## src/rtl/operand_fetch_pkg.sv

```systemverilog
// Shared core constants and helpers for the operand fetch stage.
package operand_fetch_pkg;

  localparam int XLEN_DEF = 32;
  localparam int NREGS = 32;
  localparam int REGW = 5;

  typedef logic [REGW-1:0] regIdx_t;
  typedef logic [NREGS-1:0] regMask_t;

  localparam regIdx_t ZERO_REG = '0;

  function automatic regMask_t idxMask(
    input regIdx_t idx
  );
    regMask_t m;
    m = '0;
    m[idx] = 1'b1;
    return m;
  endfunction

endpackage

```

## src/rtl/operand_fetch_if.sv

```systemverilog
// Decode-side, regfile, writeback and execute-side
// signals of the operand fetch stage.
interface operand_fetch_if
  import operand_fetch_pkg::*;
#(
  parameter int XLEN = XLEN_DEF,
  parameter int CTRLW = 16
);
  logic in_valid;
  logic in_ready;
  logic [REGW-1:0] in_rs1;
  logic [REGW-1:0] in_rs2;
  logic [REGW-1:0] in_rd;
  logic in_use_rs1;
  logic in_use_rs2;
  logic in_rd_we;
  logic [XLEN-1:0] in_imm;
  logic [CTRLW-1:0] in_ctrl;

  logic [REGW-1:0] rf_raddr1;
  logic [REGW-1:0] rf_raddr2;
  logic [XLEN-1:0] rf_rdata1;
  logic [XLEN-1:0] rf_rdata2;

  logic wb_valid;
  logic [REGW-1:0] wb_rd;
  logic [XLEN-1:0] wb_data;

  logic flush;

  logic out_valid;
  logic out_ready;
  logic [XLEN-1:0] out_op1;
  logic [XLEN-1:0] out_op2;
  logic [XLEN-1:0] out_imm;
  logic [REGW-1:0] out_rd;
  logic out_rd_we;
  logic [CTRLW-1:0] out_ctrl;

  modport slave (
    input in_valid, in_rs1, in_rs2, in_rd,
    input in_use_rs1, in_use_rs2, in_rd_we,
    input in_imm, in_ctrl,
    output in_ready,
    output rf_raddr1, rf_raddr2,
    input rf_rdata1, rf_rdata2,
    input wb_valid, wb_rd, wb_data,
    input flush,
    output out_valid,
    input out_ready,
    output out_op1, out_op2, out_imm,
    output out_rd, out_rd_we, out_ctrl
  );

  modport master (
    output in_valid, in_rs1, in_rs2, in_rd,
    output in_use_rs1, in_use_rs2, in_rd_we,
    output in_imm, in_ctrl,
    input in_ready,
    input rf_raddr1, rf_raddr2,
    output rf_rdata1, rf_rdata2,
    output wb_valid, wb_rd, wb_data,
    output flush,
    input out_valid,
    output out_ready,
    input out_op1, out_op2, out_imm,
    input out_rd, out_rd_we, out_ctrl
  );

endinterface

```

## src/rtl/operand_fetch_reg_scoreboard.sv

```systemverilog
// Register busy scoreboard: clear mask applied first,
// then a single set that wins on the same index.
module reg_scoreboard
  import operand_fetch_pkg::*;
(
  input  logic     clk,
  input  logic     rst_n,
  input  logic     setEn,
  input  regIdx_t  setIdx,
  input  regMask_t clrMask,
  output regMask_t busy
);

  regMask_t busyNxt;

  always_comb begin
    busyNxt = busy & ~clrMask;
    if (setEn) begin
      busyNxt = busyNxt | idxMask(setIdx);
    end
    busyNxt[ZERO_REG] = 1'b0;
  end

  always_ff @(posedge clk or negedge rst_n) begin
    if (!rst_n) begin
      busy <= '0;
    end else begin
      busy <= busyNxt;
    end
  end

endmodule

```

## src/rtl/operand_fetch.sv

```systemverilog
// Operand fetch stage: hazard check, writeback bypass
// and a one-entry output register toward execute.
module operand_fetch
  import operand_fetch_pkg::*;
#(
  parameter int XLEN = XLEN_DEF,
  parameter int CTRLW = 16
) (
  input logic clk,
  input logic rst_n,
  operand_fetch_if.slave bus
);

  regMask_t busy;
  regMask_t clrMask;

  logic wbHit;
  logic hit1;
  logic hit2;
  logic hitRd;
  logic rs1Rdy;
  logic rs2Rdy;
  logic rdRdy;
  logic outFree;
  logic inReady;
  logic accept;
  logic setEn;

  logic [XLEN-1:0] op1;
  logic [XLEN-1:0] op2;

  logic outValid;
  logic [XLEN-1:0] outOp1;
  logic [XLEN-1:0] outOp2;
  logic [XLEN-1:0] outImm;
  regIdx_t outRd;
  logic outRdWe;
  logic [CTRLW-1:0] outCtrl;

  assign bus.rf_raddr1 = bus.in_rs1;
  assign bus.rf_raddr2 = bus.in_rs2;

  // x0 writebacks neither bypass nor touch the scoreboard
  assign wbHit = bus.wb_valid && (bus.wb_rd != ZERO_REG);
  assign hit1 = wbHit && (bus.wb_rd == bus.in_rs1);
  assign hit2 = wbHit && (bus.wb_rd == bus.in_rs2);
  assign hitRd = wbHit && (bus.wb_rd == bus.in_rd);

  assign rs1Rdy = !bus.in_use_rs1
               || (bus.in_rs1 == ZERO_REG)
               || !busy[bus.in_rs1]
               || hit1;
  assign rs2Rdy = !bus.in_use_rs2
               || (bus.in_rs2 == ZERO_REG)
               || !busy[bus.in_rs2]
               || hit2;
  assign rdRdy = !bus.in_rd_we
              || (bus.in_rd == ZERO_REG)
              || !busy[bus.in_rd]
              || hitRd;

  assign outFree = !outValid || bus.out_ready;
  assign inReady = rst_n && outFree && rs1Rdy
                && rs2Rdy && rdRdy && !bus.flush;
  assign accept = bus.in_valid && inReady;
  assign bus.in_ready = inReady;

  always_comb begin
    op1 = bus.rf_rdata1;
    op2 = bus.rf_rdata2;
    if (bus.in_rs1 == ZERO_REG) begin
      op1 = '0;
    end else if (hit1) begin
      op1 = bus.wb_data;
    end
    if (bus.in_rs2 == ZERO_REG) begin
      op2 = '0;
    end else if (hit2) begin
      op2 = bus.wb_data;
    end
  end

  // a flushed instruction never reaches writeback,
  // so release its destination here
  always_comb begin
    clrMask = '0;
    if (wbHit) begin
      clrMask = clrMask | idxMask(bus.wb_rd);
    end
    if (bus.flush && outValid && outRdWe) begin
      clrMask = clrMask | idxMask(outRd);
    end
  end

  assign setEn = accept && bus.in_rd_we
              && (bus.in_rd != ZERO_REG);

  reg_scoreboard u_sb (
    .clk     (clk),
    .rst_n   (rst_n),
    .setEn   (setEn),
    .setIdx  (bus.in_rd),
    .clrMask (clrMask),
    .busy    (busy)
  );

  always_ff @(posedge clk or negedge rst_n) begin
    if (!rst_n) begin
      outValid <= 1'b0;
      outOp1 <= '0;
      outOp2 <= '0;
      outImm <= '0;
      outRd <= '0;
      outRdWe <= 1'b0;
      outCtrl <= '0;
    end else if (accept) begin
      outValid <= 1'b1;
      outOp1 <= op1;
      outOp2 <= op2;
      outImm <= bus.in_imm;
      outRd <= bus.in_rd;
      outRdWe <= bus.in_rd_we;
      outCtrl <= bus.in_ctrl;
    end else if (bus.flush) begin
      outValid <= 1'b0;
    end else if (outValid && bus.out_ready) begin
      outValid <= 1'b0;
    end
  end

  assign bus.out_valid = outValid;
  assign bus.out_op1 = outOp1;
  assign bus.out_op2 = outOp2;
  assign bus.out_imm = outImm;
  assign bus.out_rd = outRd;
  assign bus.out_rd_we = outRdWe;
  assign bus.out_ctrl = outCtrl;

endmodule

```

## src/flat_wrapper.sv

```systemverilog
// flat-port wrapper written by rule: the top's interface ports become plain ports
module operand_fetch_flat import operand_fetch_pkg::*;
#(
  parameter int XLEN = XLEN_DEF,
  parameter int CTRLW = 16
)
  (clk, rst_n, bus_in_valid, bus_in_rs1, bus_in_rs2, bus_in_rd, bus_in_use_rs1, bus_in_use_rs2, bus_in_rd_we, bus_in_imm, bus_in_ctrl, bus_in_ready, bus_rf_raddr1, bus_rf_raddr2, bus_rf_rdata1, bus_rf_rdata2, bus_wb_valid, bus_wb_rd, bus_wb_data, bus_flush, bus_out_valid, bus_out_ready, bus_out_op1, bus_out_op2, bus_out_imm, bus_out_rd, bus_out_rd_we, bus_out_ctrl);
  operand_fetch_if #(.XLEN(XLEN), .CTRLW(CTRLW)) bus_i ();
  input logic clk;
  input logic rst_n;
  input wire logic [$bits(bus_i.in_valid)-1:0] bus_in_valid;
  input wire logic [$bits(bus_i.in_rs1)-1:0] bus_in_rs1;
  input wire logic [$bits(bus_i.in_rs2)-1:0] bus_in_rs2;
  input wire logic [$bits(bus_i.in_rd)-1:0] bus_in_rd;
  input wire logic [$bits(bus_i.in_use_rs1)-1:0] bus_in_use_rs1;
  input wire logic [$bits(bus_i.in_use_rs2)-1:0] bus_in_use_rs2;
  input wire logic [$bits(bus_i.in_rd_we)-1:0] bus_in_rd_we;
  input wire logic [$bits(bus_i.in_imm)-1:0] bus_in_imm;
  input wire logic [$bits(bus_i.in_ctrl)-1:0] bus_in_ctrl;
  output wire logic [$bits(bus_i.in_ready)-1:0] bus_in_ready;
  output wire logic [$bits(bus_i.rf_raddr1)-1:0] bus_rf_raddr1;
  output wire logic [$bits(bus_i.rf_raddr2)-1:0] bus_rf_raddr2;
  input wire logic [$bits(bus_i.rf_rdata1)-1:0] bus_rf_rdata1;
  input wire logic [$bits(bus_i.rf_rdata2)-1:0] bus_rf_rdata2;
  input wire logic [$bits(bus_i.wb_valid)-1:0] bus_wb_valid;
  input wire logic [$bits(bus_i.wb_rd)-1:0] bus_wb_rd;
  input wire logic [$bits(bus_i.wb_data)-1:0] bus_wb_data;
  input wire logic [$bits(bus_i.flush)-1:0] bus_flush;
  output wire logic [$bits(bus_i.out_valid)-1:0] bus_out_valid;
  input wire logic [$bits(bus_i.out_ready)-1:0] bus_out_ready;
  output wire logic [$bits(bus_i.out_op1)-1:0] bus_out_op1;
  output wire logic [$bits(bus_i.out_op2)-1:0] bus_out_op2;
  output wire logic [$bits(bus_i.out_imm)-1:0] bus_out_imm;
  output wire logic [$bits(bus_i.out_rd)-1:0] bus_out_rd;
  output wire logic [$bits(bus_i.out_rd_we)-1:0] bus_out_rd_we;
  output wire logic [$bits(bus_i.out_ctrl)-1:0] bus_out_ctrl;
  assign bus_i.in_valid = bus_in_valid;
  assign bus_i.in_rs1 = bus_in_rs1;
  assign bus_i.in_rs2 = bus_in_rs2;
  assign bus_i.in_rd = bus_in_rd;
  assign bus_i.in_use_rs1 = bus_in_use_rs1;
  assign bus_i.in_use_rs2 = bus_in_use_rs2;
  assign bus_i.in_rd_we = bus_in_rd_we;
  assign bus_i.in_imm = bus_in_imm;
  assign bus_i.in_ctrl = bus_in_ctrl;
  assign bus_in_ready = bus_i.in_ready;
  assign bus_rf_raddr1 = bus_i.rf_raddr1;
  assign bus_rf_raddr2 = bus_i.rf_raddr2;
  assign bus_i.rf_rdata1 = bus_rf_rdata1;
  assign bus_i.rf_rdata2 = bus_rf_rdata2;
  assign bus_i.wb_valid = bus_wb_valid;
  assign bus_i.wb_rd = bus_wb_rd;
  assign bus_i.wb_data = bus_wb_data;
  assign bus_i.flush = bus_flush;
  assign bus_out_valid = bus_i.out_valid;
  assign bus_i.out_ready = bus_out_ready;
  assign bus_out_op1 = bus_i.out_op1;
  assign bus_out_op2 = bus_i.out_op2;
  assign bus_out_imm = bus_i.out_imm;
  assign bus_out_rd = bus_i.out_rd;
  assign bus_out_rd_we = bus_i.out_rd_we;
  assign bus_out_ctrl = bus_i.out_ctrl;
  operand_fetch #(.XLEN(XLEN), .CTRLW(CTRLW)) u_core (.clk(clk), .rst_n(rst_n), .bus(bus_i));
endmodule
```

## config.mk

```make
export PLATFORM = sky130hd
export DESIGN_NAME = operand_fetch_flat
export DESIGN_NICKNAME = d
export VERILOG_FILES = /design/src/rtl/operand_fetch_pkg.sv /design/src/rtl/operand_fetch_if.sv /design/src/rtl/operand_fetch_reg_scoreboard.sv /design/src/rtl/operand_fetch.sv /design/src/flat_wrapper.sv
export SDC_FILE = /design/constraint.sdc
export NUM_CORES = 1
export LEC_CHECK = 0
export BUFFER_PORTS_ARGS = -buffer_cell sky130_fd_sc_hd__buf_2
export CAP_MARGIN = 20
export CELL_PAD_IN_SITES_DETAIL_PLACEMENT = 1
export CELL_PAD_IN_SITES_GLOBAL_PLACEMENT = 2
export CORE_MARGIN = 4
export CORE_UTILIZATION = 30
export DETAILED_ROUTE_END_ITERATION = 16
export PLACE_DENSITY = 0.89
export SYNTH_ARGS = -nofsm -noshare
export SYNTH_HDL_FRONTEND = slang
export SYNTH_SLANG_ARGS = --single-unit
export TNS_END_PERCENT = 10
```

## constraint.sdc

```tcl
create_clock -name clk -period 2.8 [get_ports clk]
set_input_delay 0.28 -clock clk [delete_from_list [all_inputs] [get_ports clk]]
set_output_delay 0.28 -clock clk [all_outputs]
set_load 0.01 [all_outputs]
```

==> results.md <==
- The number of unique standard cell types used by synthesis is 51.
- Of the synthesized area, sequential elements account for 0.4575.
- The HPWL reported at the end of detailed placement is 23,170 µm.
- Averaged over all synthesized cells, the footprint is 10.48 µm².
- After synthesis, the share of flip-flops with an asynchronous set or reset is 1.000.
- The switching power share of the total is 0.3368.
- The violation count after the first detailed-routing iteration is 553.
- In the global route stage, overall resource usage came out at 0.2016.
- In this run the worst hold path is classified as input port to flip-flop.
- After synthesis, the cell types taking the most area are sky130_fd_sc_hd__dfrtp_1 46%, sky130_fd_sc_hd__mux2_1 15%, sky130_fd_sc_hd__nand2_1 8.2%.
- In this run the worst path has a maximum fanout of 3.
- The number of warning messages in the yosys log is 0.
- IR analysis of the VDD net gives a maximum drop of 0.3015 mV.
- The top-level I/O count is 303.
- The total count of hold-check failures in the final report is 0.
- The kind of launch point of the worst setup path is a flip-flop.
- The worst setup path is of the flip-flop to output pin kind.
- The count of port buffers added during placement is 302.
- The flow ran to the end, but the final reports show violations.
- The clock reaches the later pin of the worst-skew pair after 410 ps.
- The number of nets still failing antenna checks after routing is 0.
- The die width is 173.4 µm.
- The maximum clock path buffer count is 2.
- Ranked by instance count, the synthesized netlist is headed by 179 x sky130_fd_sc_hd__nand2_1, 150 x sky130_fd_sc_hd__dfrtp_1, 109 x sky130_fd_sc_hd__mux2_1.
- Of the total power, the clock network draws 0.299.
- The max capacitance violation total is 0.
- STA classifies the critical path endpoint as an output pin.
- The die extent in y is 173.4 µm.
- STA puts the critical path data arrival time at 2570 ps.
- TritonCTS built the clock tree.
- The tree is rooted in a sky130_fd_sc_hd__clkbuf_16.
- The number of slew-limit violations in the final report is 0.
- The via count of the first global-routing pass is 8,195.
- For this configuration, the core starts out at a cell density of 0.3045.
- Clock skew on the completed layout was measured at 14.29 ps.
- The most numerous cell in the Yosys netlist is sky130_fd_sc_hd__nand2_1.
- The pin count of the biggest net entering global routing is 65.
- The number of antenna violations at the first check in global routing was 1.
- The core region is 26,950 µm².
- The total overflow left after global routing is 0.
- Setup repair after global routing could not meet its margin everywhere.
- The number of standard-cell rows in the floorplan is 60.
- Dividing the detail-routed via count by the number of cells gives 5.170.
- Setup violations remaining at the end of the flow were counted as 25.
- The H-tree generated during clock tree synthesis spans 4 levels.
- The routability congestion estimate is 0.9394.
- Prior to clock tree synthesis, the placed netlist has a worst setup slack of -167.7 ps.
- The floorplan step defined a die boundary enclosing 30,060 µm².
- Once routing completed, OpenROAD measured the worst setup slack at -47.25 ps.
- After clock tree synthesis, the clock-pin slew on the worst setup and hold paths is 70 ps.
- The worst path in the final design needs a cycle of 2847 ps, including I/O delays and setup.
- The worst slew margin relative to its limit is 0.3861.
- Counting tap cells, the placed design contains a total of 1,420 instances.
- The count of unresolved DRC violations after routing is 0.
- The pre-antenna-repair detailed-routing pass consisted of 4 iterations.
- Relative to the synthesized area, the layout overhead comes to 33.70%.
- The checks that failed: setup timing.
- The cell area that synthesis handed to floorplanning was 8205 µm².
- Summed over all layers, the routed wires come to 30,710 µm.
- The share of total power dissipated in sequential elements is 0.421.
- The power consumption is 7.321 mW.
- The global-route wire length before repair is 48,160 µm.
- Derived from the worst setup path, the maximum achievable clock frequency is 351.2 MHz.
- The number of clock sinks is 150.
- Of the cells placed in the final design, the portion with a size suffix greater than 1 is 0.4057.
- The total number of nets in the final design is 1,279.
- The cell count after synthesis is 783.
- The number of storage elements in the synthesis netlist is 150.
- At the pin with the least slew margin, the transition time is 917.4 ps.
- The number of clock buffers inserted by TritonCTS is 17.
- After the flow finishes, the layout carries non-filler instances totaling 1,461.
- The cell type contributing the most total cell area after synthesis is sky130_fd_sc_hd__dfrtp_1.
- At the worst endpoint, the required time is 2520 ps.
- The share of the clock period used by the worst path is 1.017.
- The total via count after detailed routing is 7,554.
- The number of nets handed over by synthesis was 956.
- In this run the power density over the cells is 667.3 nW/µm².
- The combinational share of power is 0.280.
- The average routed wire per standard cell is 21.02 µm.
- The switching power is 2.466 mW.
- The share of the synthesized area in the top cell type is 0.4575.
- In this run, synthesis inferred 0 flip-flops with an integrated enable.
- The total leakage power is 5.167 nW.
- The most used flip-flop cell after synthesis is sky130_fd_sc_hd__dfrtp_1.
- Cell internal power was estimated by the tool at 4.855 mW.
[cells in the final DEF, fill, tap and decap left out, types with 6 or more instances in the layout]
cell	n
sky130_fd_sc_hd__buf_2	300
sky130_fd_sc_hd__nand2_1	179
sky130_fd_sc_hd__dfrtp_1	150
sky130_fd_sc_hd__mux2_1	109
sky130_fd_sc_hd__o21ai_0	64
sky130_fd_sc_hd__buf_4	64
sky130_fd_sc_hd__nand3_1	45
sky130_fd_sc_hd__o221ai_1	31
sky130_fd_sc_hd__mux2_2	22
sky130_fd_sc_hd__clkbuf_16	17
sky130_fd_sc_hd__mux4_2	15
sky130_fd_sc_hd__xnor2_1	13
sky130_fd_sc_hd__nor2_1	7
sky130_fd_sc_hd__nand3b_1	6
sky130_fd_sc_hd__inv_6	6
sky130_fd_sc_hd__buf_12	6
[cell families after synthesis]
logic type | share of synthesized area
flops | 0.4575
mux | 0.2284
compound gates | 0.09835
buf+inv | 0.05169
simple gates | 0.1481
xor+xnor | 0.01601
[worst paths after layout]
check | from | to | slack, ps | cells past startpoint
setup / recovery | u_core.u_sb.busy[12]$_DFF_PN0_ | bus_in_ready | -50 | 8
hold / removal | bus_in_imm[14] | u_core.bus.out_imm[14]$_DFFE_PN0P_ | 80 | 2
setup reg to reg | u_core.u_sb.busy[12]$_DFF_PN0_ | u_core.bus.out_imm[5]$_DFFE_PN0P_ | -30 | 8
hold reg to reg | u_core.bus.out_op2[27]$_DFFE_PN0P_ | u_core.bus.out_op2[27]$_DFFE_PN0P_ | 480 | 1
max in group asynchronous | rst_n | u_core.bus.out_op2[16]$_DFFE_PN0P_ | 1090 | 4
min in group asynchronous | rst_n | u_core.bus.out_op1[13]$_DFFE_PN0P_ | 560 | 3
[per-layer routing]
layer / global-route usage / up-vias / wire length (µm)
met4: 0.07083 / 0 / 836
met2: 0.3416 / 324 / 14870
li1: - / 3432 / -
met1: 0.2529 / 3753 / 12910
met5: 0 / - / 0
met3: 0.04711 / 45 / 2091
[stage by stage]
stage	area, µm²	utilization	TNS, ps	hold WS (ps)
after floorplan	8205	-	0	-15.59
after global placement	10310	0.3826	-13210	425.6
after detailed placement	10310	0.3826	-14680	425.7
after CTS	10960	0.4067	-81.38	53.22
after global routing	10970	0.4071	-10480	53.65
final	10970	0.4071	-221.3	77.57
[power by group through the flow]
stage          logic [mW]  registers [mW]  clock network, mW
6_report             2.05            3.08               2.19
5_1_grt              2.24            3.15               2.37
4_1_cts              2.08            3.08               2.26
3_5_place_dp         2.06            3.12                  0
3_3_place_gp         1.99            3.09                  0
2_1_floorplan       0.733            3.30                  0
[critical path, cell delays in order (launching register included)]
cell and delay (ps):
sky130_fd_sc_hd__dfrtp_1 420, sky130_fd_sc_hd__mux4_2 470, sky130_fd_sc_hd__mux2_4 300, sky130_fd_sc_hd__a221oi_4 290, sky130_fd_sc_hd__buf_4 160, sky130_fd_sc_hd__nor4_2 40
sky130_fd_sc_hd__a211o_4 320, sky130_fd_sc_hd__inv_2 60, sky130_fd_sc_hd__buf_6 90
[flip-flops by register name, indices dropped and copies added (netlist names)]
register and flops:
u_core.bus.out_imm 32, u_core.bus.out_op1 32, u_core.bus.out_op2 32, u_core.u_sb.busy 31, u_core.bus.out_ctrl 16, u_core.bus.out_rd 5, u_core.bus.out_rd_we 1, u_core.bus.out_valid 1
[area by class of cell]
cell class,count,area (µm²)
fill,3160,15980
inverter,5,18.77
tap,341,426.7
sequential,150,3754
multi-input combinational,559,4091
clock inverter,14,113.9
antenna,1,2.502
timing repair buffer,373,2135
clock buffer,18,429.2
[repair_timing]
action,in CTS,in global routing
setup endpoints to repair,113,123
setup buffers,7,0
gates resized for setup,9,1
pin swaps,3,0
hold buffers,1,0
hold endpoints to repair,39,0
Power figures use the tool's default switching activity.
